$ cat src/rtl/ram_dp_async_rd_if.sv
// Bus bundle for ram_dp_async_rd: synchronous write port plus combinational read port.
`timescale 1ns/100ps
interface ram_dp_async_rd_if #(
  parameter int unsigned WIDTH = 8,
  parameter int unsigned DEPTH = 16
);
  localparam int unsigned DEPTH_LOG = $clog2(DEPTH);

  logic                 we_n;
  logic [DEPTH_LOG-1:0] addr_wr;
  logic [DEPTH_LOG-1:0] addr_rd;
  logic [WIDTH-1:0]     data_wr;
  logic [WIDTH-1:0]     data_rd;

  modport master (output we_n, addr_wr, addr_rd, data_wr, input data_rd);
  modport slave  (input we_n, addr_wr, addr_rd, data_wr, output data_rd);
endinterface

$ cat src/rtl/ram_dp_async_rd.sv
// Flop-based simple dual-port RAM: one clocked write port, one combinational read port.
// Every word is cleared asynchronously by rst.
`timescale 1ns/100ps
module ram_dp_async_rd #(
  parameter int unsigned WIDTH = 8,
  parameter int unsigned DEPTH = 16
) (
  input  logic                 clk,
  input  logic                 rst,
  ram_dp_async_rd_if.slave     bus
);

  logic [WIDTH-1:0] mem_q [DEPTH];
  logic [WIDTH-1:0] mem_d [DEPTH];
  logic             wr_hit;
  logic             rd_hit;

  // Out-of-range addresses only exist when DEPTH is not a power of two.
  assign wr_hit = (32'(bus.addr_wr) < DEPTH);
  assign rd_hit = (32'(bus.addr_rd) < DEPTH);

  always_comb begin
    mem_d = mem_q;
    if (!bus.we_n && wr_hit) begin
      mem_d[bus.addr_wr] = bus.data_wr;
    end
  end

  always_ff @(posedge clk or posedge rst) begin
    if (rst) begin
      for (int i = 0; i < int'(DEPTH); i++) begin
        mem_q[i] <= '0;
      end
    end else begin
      mem_q <= mem_d;
    end
  end

  // No write bypass: a same-address write shows up only after the edge.
  assign bus.data_rd = rd_hit ? mem_q[bus.addr_rd] : '0;

endmodule

$ cat src/flat_wrapper.sv
// flat-port wrapper written by rule: the top's interface ports become plain ports
module ram_dp_async_rd_flat 
#(
  parameter int unsigned WIDTH = 8,
  parameter int unsigned DEPTH = 16
)
  (clk, rst, bus_we_n, bus_addr_wr, bus_addr_rd, bus_data_wr, bus_data_rd);
  ram_dp_async_rd_if #(.WIDTH(WIDTH), .DEPTH(DEPTH)) bus_i ();
  input  logic clk;
  input  logic rst;
  input wire logic [$bits(bus_i.we_n)-1:0] bus_we_n;
  input wire logic [$bits(bus_i.addr_wr)-1:0] bus_addr_wr;
  input wire logic [$bits(bus_i.addr_rd)-1:0] bus_addr_rd;
  input wire logic [$bits(bus_i.data_wr)-1:0] bus_data_wr;
  output wire logic [$bits(bus_i.data_rd)-1:0] bus_data_rd;
  assign bus_i.we_n = bus_we_n;
  assign bus_i.addr_wr = bus_addr_wr;
  assign bus_i.addr_rd = bus_addr_rd;
  assign bus_i.data_wr = bus_data_wr;
  assign bus_data_rd = bus_i.data_rd;
  ram_dp_async_rd #(.WIDTH(WIDTH), .DEPTH(DEPTH)) u_core (.clk(clk), .rst(rst), .bus(bus_i));
endmodule
$ cat config.mk
export PLATFORM = sky130hd
export DESIGN_NAME = ram_dp_async_rd_flat
export DESIGN_NICKNAME = d
export VERILOG_FILES = /design/src/rtl/ram_dp_async_rd_if.sv /design/src/rtl/ram_dp_async_rd.sv /design/src/flat_wrapper.sv
export SDC_FILE = /design/constraint.sdc
export NUM_CORES = 1
export LEC_CHECK = 0
export BUFFER_PORTS_ARGS = -buffer_cell sky130_fd_sc_hd__clkbuf_2
export CAP_MARGIN = 40
export CORE_MARGIN = 1
export CORE_UTILIZATION = 38
export CTS_CLUSTER_SIZE = 25
export DETAILED_ROUTE_END_ITERATION = 10
export GPL_ROUTABILITY_DRIVEN = 0
export HOLD_SLACK_MARGIN = 0.12
export PLACE_DENSITY = 0.54
export SYNTH_ARGS = -nofsm -noshare
export SYNTH_HDL_FRONTEND = slang
export SYNTH_SLANG_ARGS = --single-unit
$ cat constraint.sdc
create_clock -name clk -period 5.3 [get_ports clk]
set_input_delay 0.53 -clock clk [delete_from_list [all_inputs] [get_ports clk]]
set_output_delay 0.53 -clock clk [all_outputs]
set_load 0.03 [all_outputs]
Word-level counts from Yosys, hierarchy flattened
Index checks and enable logic that the tools add are counted.
Storage, ports and cells
  register bits: 128
Cells by class
  bitwise gates (word level): 2
  order comparisons: 3
  multiplexer cells: 6
  reductions and logical operators: 1
Operator list (count)
  $bwmux 128: 1
  $bmux 8 s4: 1
  $demux 8 s4: 1
  $mux 8: 3
  $ge 5x5->1 const B: 2
  $not 4->5: 2
  $lt 5x1->1 const B: 1
  $logic_and 1x1->1: 1

Longest topological paths before layout
Gate-level depths: netlist (run 1).
  depth in word-level cells: 6
  depth in mapped cells: 6
  mapped depth without buffers: 3

Worst setup path after synthesis (run 1)
No wires, ideal clock.
  path kind: input port to output port
  from: input port bus_addr_rd[0]
  to: output port bus_data_rd[1]
  required time: 4.770 ns
  data arrival time: 1.875 ns
  slack: 2.895 ns
  stages: 5
  buffers on the path: 2
  cell sequence: buf_2 -> buf_2 -> mux4_2 -> a22oi_1 -> nand2_1
On the way
  longest elaborated chain between the ends: 4
RTL lines
  from (decl): line flat_wrapper.sv:13  | input wire logic [$bits(bus_i.addr_rd)-1:0] bus_addr_rd;
  $not 4->5 (not written as such): line ram_dp_async_rd.sv:40  | assign bus.data_rd = rd_hit ? mem_q[bus.addr_rd] : '0;
  $bmux 8 s4: line ram_dp_async_rd.sv:40
  $mux 8 (not written as such) (2 in a row): line ram_dp_async_rd.sv:40
  to (decl): line flat_wrapper.sv:15  | output wire logic [$bits(bus_i.data_rd)-1:0] bus_data_rd;
No other way between the ends. The select of a mux whose other input is x is not followed.

Worst setup path after layout (run 1)
  from: input port bus_addr_rd[0]
  to: output port bus_data_rd[3]
The elaborated chain is that of the path after synthesis.

==> reports/qor.csv, run 1 <==
metric,value,unit
min_path_cells,1,
finish.net_count,412,
biggest_regs,u_core.mem_q: 128 flops,
critical_path_peak_fanout,19,
synth_seq_area_share,55.1,%
critical_path_start_type,input pin,
setup.worst_path.class,in -> out,
globalRoute.totalOverflow,0,
syn-mean-instance-area,16.0,sq um
synth.mux.area_fraction,37.2,%
placementRows,44,
slew_headroom,40.5,%
largest_reg_flops,128,
post_synth_inst_count,364,
timing.critical_path.cells,clkbuf_2 -> buf_12 -> buf_4 -> mux4_2 -> a22oi_1 -> nand2_1 -> clkbuf_2,
worst_path_dominant_cell_family,buffers and inverters,
comb_power_share,17.6,%
pre_cts_slack,2.39,ns
detail_route.first_pass.iterations,6,
timing.rr.start,u_core.mem_q[122],
postSynthRegisterBits,128,
drt-vias-per-instance,5.49,
totalNegativeSetupSlack,0,ns
switching_share,24.8,%
floorplan.io_pins,27,
min_from,u_core.mem_q[27],
largest-register,u_core.mem_q,
internal_power,2.15,mW
drv.max_cap_violation_count,0,
cts.path.max_buffers,2,
grt_setup_unrepaired,false,
worst_slew_pin_slew,0.891,ns
final-setup-viol-count,0,
synth_xor_xnor_area_share,0,%
fraction_of_layout_instances_using_a_drive_strength_above_1,56.3,%
synth_compound_gate_area_share,2.07,%
critical-path-slowest-cell,sky130_fd_sc_hd__mux4_2,
clock_latency,0.41,ns
ant_nets,0,
die_w,126,um
crit-reg2reg-capture,u_core.mem_q[122],
fin_crit_sh,53.8,%
synthAdderAreaFrac,0,%
final_critical_path_setup_slack,2.45,ns
synth_cell_type_count,20,
number_of_h_tree_levels,4,
critPathRequiredTime,4.77,ns
crit_arrival,2.32,ns
number_of_global_route_vias_before_repair,3379,
initial_utilization,39.4,%
hold_path_end,u_core.mem_q[27],
wl,12400,um
endpoint_kind,primary output,
detail_route.wl_per_cell,21.1,um
worst-r2r-setup-slack,4.52,ns
power.clock.fraction,36.4,%
drt_iter0_drc,169,
i_o_buffers,26,
clock_tree.root_cell,sky130_fd_sc_hd__clkbuf_16,
grt_antenna_before_repair,0,
achievable-frequency,0.351,GHz
crit_buf_inv,4,
number_of_clock_sinks,128,
clkSlewWorstSetupHoldPaths,0.05,ns
area_growth,15.3,%
seqPwrFrac,46.0,%
cts_buffers,17,
number_of_pins_with_negative_max_slew_slack_in_the_final_report,0,
hold-worst-slack,0.499,ns
synth-simple-area-share,3.79,%
grt_start_max_net_pins,63,
cellLeakagePower,2.89,nW
final_cell_mix,"sky130_fd_sc_hd__mux2_2, sky130_fd_sc_hd__dfrtp_1, sky130_fd_sc_hd__mux4_2",
n_antenna_cell,0,
outcome,"complete, no violations",
cts_tree,yes,
cts-resized-gates,0,
detailroute.via_count,3234,
synth_top_family_by_area,multiplexers,
power_density,427,nW/um^2
netlist_area,5810,sq um
reg2regPathDepth,1,
fin_worst_skew,0,ns
switching_power,710,uW
synth.net_count,383,
number_of_endpoints_with_negative_hold_slack_in_the_final_report,0,
detailed_place_hpwl,8590,um
final_core_util,45.4,%
most_frequent_cell_on_the_critical_path,sky130_fd_sc_hd__clkbuf_2,
critical_path.max_stage_delay,0.52,ns
yosysWarnings,0,
die_area,15800,sq um
die_height,126,um
grt.total_usage,17.5,%
area_of_the_core,14800,sq um
hp-class,reg -> reg,
first_pass_grt_wire_length,20200,um
max-vdd-ir-drop,0.238,mV
drcViolationCount,0,
final.min_clock_period,2.85,ns
-- timing repair --
action	4_1_cts	5_1_grt
buffers inserted	0	0
hold buffers	1	0
endpoints found under the hold margin	8	0
-- per-layer routing --
| metal | part of all wire [%] | vias to the layer above | track usage (%) |
|---|---|---|---|
| li1 | - | 1430 | - |
| met1 | 48 | 1756 | 23.6 |
| met2 | 49 | 36 | 27.3 |
| met3 | 2.3 | 12 | 4.72 |
| met4 | 1.1 | 0 | 5.81 |
| met5 | 0 | - | 0 |
-- cells in the mapped netlist, drive strengths merged --
| cell type | instances | share of area, % |
|---|---|---|
| dfrtp | 128 | 55 |
| mux2 | 128 | 25 |
| mux4 | 32 | 12 |
| nand2 | 18 | 1.3 |
| a22oi | 16 | 2.1 |
| buf | 14 | 1.2 |
| clkbuf | 9 | 0.58 |
| nor2b | 6 | 0.65 |
| nor3b | 4 | 0.86 |
| nor2 | 3 | 0.24 |
| and2 | 1 | 0.11 |
| and3 | 1 | 0.11 |
| inv | 1 | 0.065 |
| nand3b | 1 | 0.34 |
| nor3 | 1 | 0.086 |
| or3 | 1 | 0.11 |
-- cell families (layout without fill, tap and decap cells) --
logic type | after synthesis | count (layout)
AOI/OAI and AO/OA | 16 | 16
muxes | 160 | 160
buffers and inverters | 24 | 65
DFF | 128 | 128
and+or+nand+nor | 36 | 36
-- worst max path at each step --
stage | to | cells past startpoint | slack (ns) | startpoint
after CTS | bus_data_rd[4] | 7 | 2.37 | bus_addr_rd[0]
after global placement | bus_data_rd[4] | 6 | 2.03 | bus_addr_rd[0]
after global routing | bus_data_rd[3] | 7 | 2.26 | bus_addr_rd[0]
after detailed placement | bus_data_rd[4] | 7 | 2.39 | bus_addr_rd[0]
after floorplan | u_core.mem_q[0] | 1 | 1.36 | rst
final | bus_data_rd[3] | 7 | 2.45 | bus_addr_rd[0]
-- power by group through the flow --
stage,registers (mW),clock network [mW],logic (mW)
after floorplan,1.29,0,0.411
after global placement,1.33,0,0.492
after detailed placement,1.33,0,0.512
after CTS,1.31,1.06,0.514
after global routing,1.34,1.11,0.547
final,1.32,1.04,0.505
-- layout make-up --
cell class                 count  area [sq um]
clock buffer                  26           499
clock inverter                 5          30.0
fill                        1335          8050
inverter                       1          6.26
multi-input combinational    212          2500
sequential                   128          3200
tap                          184           230
timing repair buffer          33           234
-- per-stage QoR --
stage	instance area, sq um	instances	total power, mW
2_1_floorplan	5810	364	1.70
3_3_place_gp	6090	553	1.82
3_5_place_dp	6170	557	1.84
4_1_cts	6710	589	2.89
5_1_grt	6710	589	3.00
6_report	6710	589	2.86
(Power assumes the default switching activity.)
==> run 2: changes to the inputs <==
clock period = 2.7 ns   (was 5.3 ns; I/O delays follow)
==> run 2 against run 1 <==
Die area unchanged. Hold slack worse by 0.14 ns. Flip-flop and latch count unchanged. Sequential share of layout area down 0.75 points. Count of clock-buffer cells in the layout down 9. Final cell count up 0.68%. Cell area up 1.6%. Clock skew unchanged. Critical endpoint unchanged.
==> reports/qor.csv, run 2 (synthesized netlist as in run 1, its figures left out) <==
metric,value,unit,change
endpoint_kind,primary output,,
hold-worst-slack,0.358,ns,-0.141 ns
cts-resized-gates,0,,unchanged
crit_arrival,1.86,ns,-0.46 ns
drt-vias-per-instance,5.55,,+1.0%
detailed_place_hpwl,8180,um,-4.8%
floorplan.io_pins,27,,unchanged
critical_path_peak_fanout,2,,-17
largest_reg_flops,128,,unchanged
comb_power_share,16.8,%,-0.8 points
n_antenna_cell,0,,unchanged
globalRoute.totalOverflow,0,,unchanged
finish.net_count,415,,+0.73%
drv.max_cap_violation_count,0,,unchanged
design_area,6810,sq um,+1.6%
switching_share,25.1,%,+0.22 points
clkSlewWorstSetupHoldPaths,0.06,ns,about the same
ant_nets,0,,unchanged
number_of_endpoints_with_negative_hold_slack_in_the_final_report,0,,unchanged
place_inst,560,,+0.54%
initial_utilization,39.4,%,unchanged
detail_route.first_pass.iterations,6,,unchanged
max-vdd-ir-drop,0.420,mV,+77%
i_o_buffers,26,,unchanged
final.min_clock_period,2.13,ns,
post_dp_cell_area,6190,sq um,+0.41%
switching_power,1.48,mW,+110%
critical-path-slowest-cell,sky130_fd_sc_hd__mux4_2,,
critPathRequiredTime,2.43,ns,-2.34 ns
slew_headroom,52.9,%,+12 points
detailroute.via_count,3289,,+1.7%
number_of_pins_with_negative_max_slew_slack_in_the_final_report,0,,unchanged
worst_slew_pin_slew,0.706,ns,-0.185 ns
totalNegativeSetupSlack,0,ns,unchanged
first_pass_grt_wire_length,20600,um,+2.1%
final_cell_mix,"sky130_fd_sc_hd__mux2_2, sky130_fd_sc_hd__dfrtp_1, sky130_fd_sc_hd__mux4_2",,
cts_tree,yes,,
cts.path.max_buffers,2,,unchanged
post_cts.repair.setup_buffers,0,,unchanged
critical_path_start_type,flop,,
number_of_h_tree_levels,4,,unchanged
final_critical_path_setup_slack,0.568,ns,-1.88 ns
setup.worst_path.class,reg -> out,,
fraction_of_layout_instances_using_a_drive_strength_above_1,57.9,%,+1.6 points
cts_buffers,17,,unchanged
largest-register,u_core.mem_q,,
final_core_util,46.2,%,+0.73 points
internal_power,4.42,mW,+110%
fin_worst_skew,0,ns,unchanged
pre_cts_slack,0.692,ns,-1.70 ns
fin_crit_sh,78.9,%,
number_of_clock_sinks,128,,unchanged
drcViolationCount,0,,unchanged
seqPwrFrac,43.7,%,-2.3 points
outcome,"complete, no violations",,
die_w,126,um,unchanged
clock_tree.root_cell,sky130_fd_sc_hd__clkbuf_16,,
power_density,866,nW/um^2,+100%
placementRows,44,,unchanged
grt_setup_unrepaired,false,,
area_of_the_core,14800,sq um,unchanged
detail_route.wl_per_cell,21.1,um,-0.16%
power.clock.fraction,39.5,%,+3.1 points
layout.cells.non_filler,593,,+0.68%
worst-r2r-setup-slack,1.92,ns,-2.60 ns
cellLeakagePower,2.94,nW,+1.5%
wl,12500,um,+0.52%
grt_start_max_net_pins,129,,+100%
number_of_global_route_vias_before_repair,3547,,+5.0%
timing.critical_path.cells,mux4_2 -> a22oi_1 -> nand2_1 -> clkbuf_2,,
die_area,15800,sq um,unchanged
p_total,5.90,mW,+110%
drt_iter0_drc,199,,+18%
hp-class,in -> reg,,
final-setup-viol-count,0,,unchanged
critical_path.max_stage_delay,0.47,ns,-0.05 ns
biggest_regs,u_core.mem_q: 128 flops,,
grt_antenna_before_repair,0,,unchanged
die_height,126,um,unchanged
area_growth,17.2,%,
grt.total_usage,17.9,%,+0.46 points
clock_latency,0.41,ns,about the same
achievable-frequency,0.469,GHz,
total_of_hold_buffers_inserted_after_clock_tree_synthesis,1,,unchanged
[run 2: power by group through the flow]
stage	Clock, mW	Sequential [mW]	Combinational [mW]
floorplan	0	2.53	0.807
global placement	0	2.59	0.978
detailed placement	0	2.61	1.01
CTS	2.39	2.58	1.01
global route	2.48	2.64	1.07
finish	2.33	2.58	0.991
[run 2: worst paths after layout]
kind,startpoint,to,cells past startpoint
hold / removal,bus_data_wr[6],u_core.mem_q[22],2
min in group asynchronous,rst,u_core.mem_q[93],4
hold reg to reg,u_core.mem_q[40],u_core.mem_q[40],1
setup / recovery,u_core.mem_q[99],bus_data_rd[3],4
max in group asynchronous,rst,u_core.mem_q[33],4
setup reg to reg,u_core.mem_q[3],u_core.mem_q[3],1
[run 2: critical path, delay by kind of cell (launching register included)]
kind                   cells  cell delay [ns]
multiplexers               1             0.47
flip-flops                 1             0.38
AO/OA/AOI/OAI              1             0.29
buffers and inverters      1             0.19
AND/OR/NAND/NOR            1             0.11
[run 2: metal layers]
layer  share of wire [%]  GRT usage, %  vias to the layer above
met5                   0             0                        -
met4                 1.3          7.10                        0
met1                  46          23.4                     1780
met2                  50          29.0                       55
met3                 3.2          4.25                       13
li1                    -             -                     1441
[run 2: layout make-up]
type                            count  area, sq um
Fill cell                        1321         7940
Sequential cell                   128         3200
Multi-Input combinational cell    212         2500
Clock buffer                       17          425
Timing Repair Buffer               36          258
Tap cell                          184          230
Clock inverter                     15          186
Inverter                            1         7.51
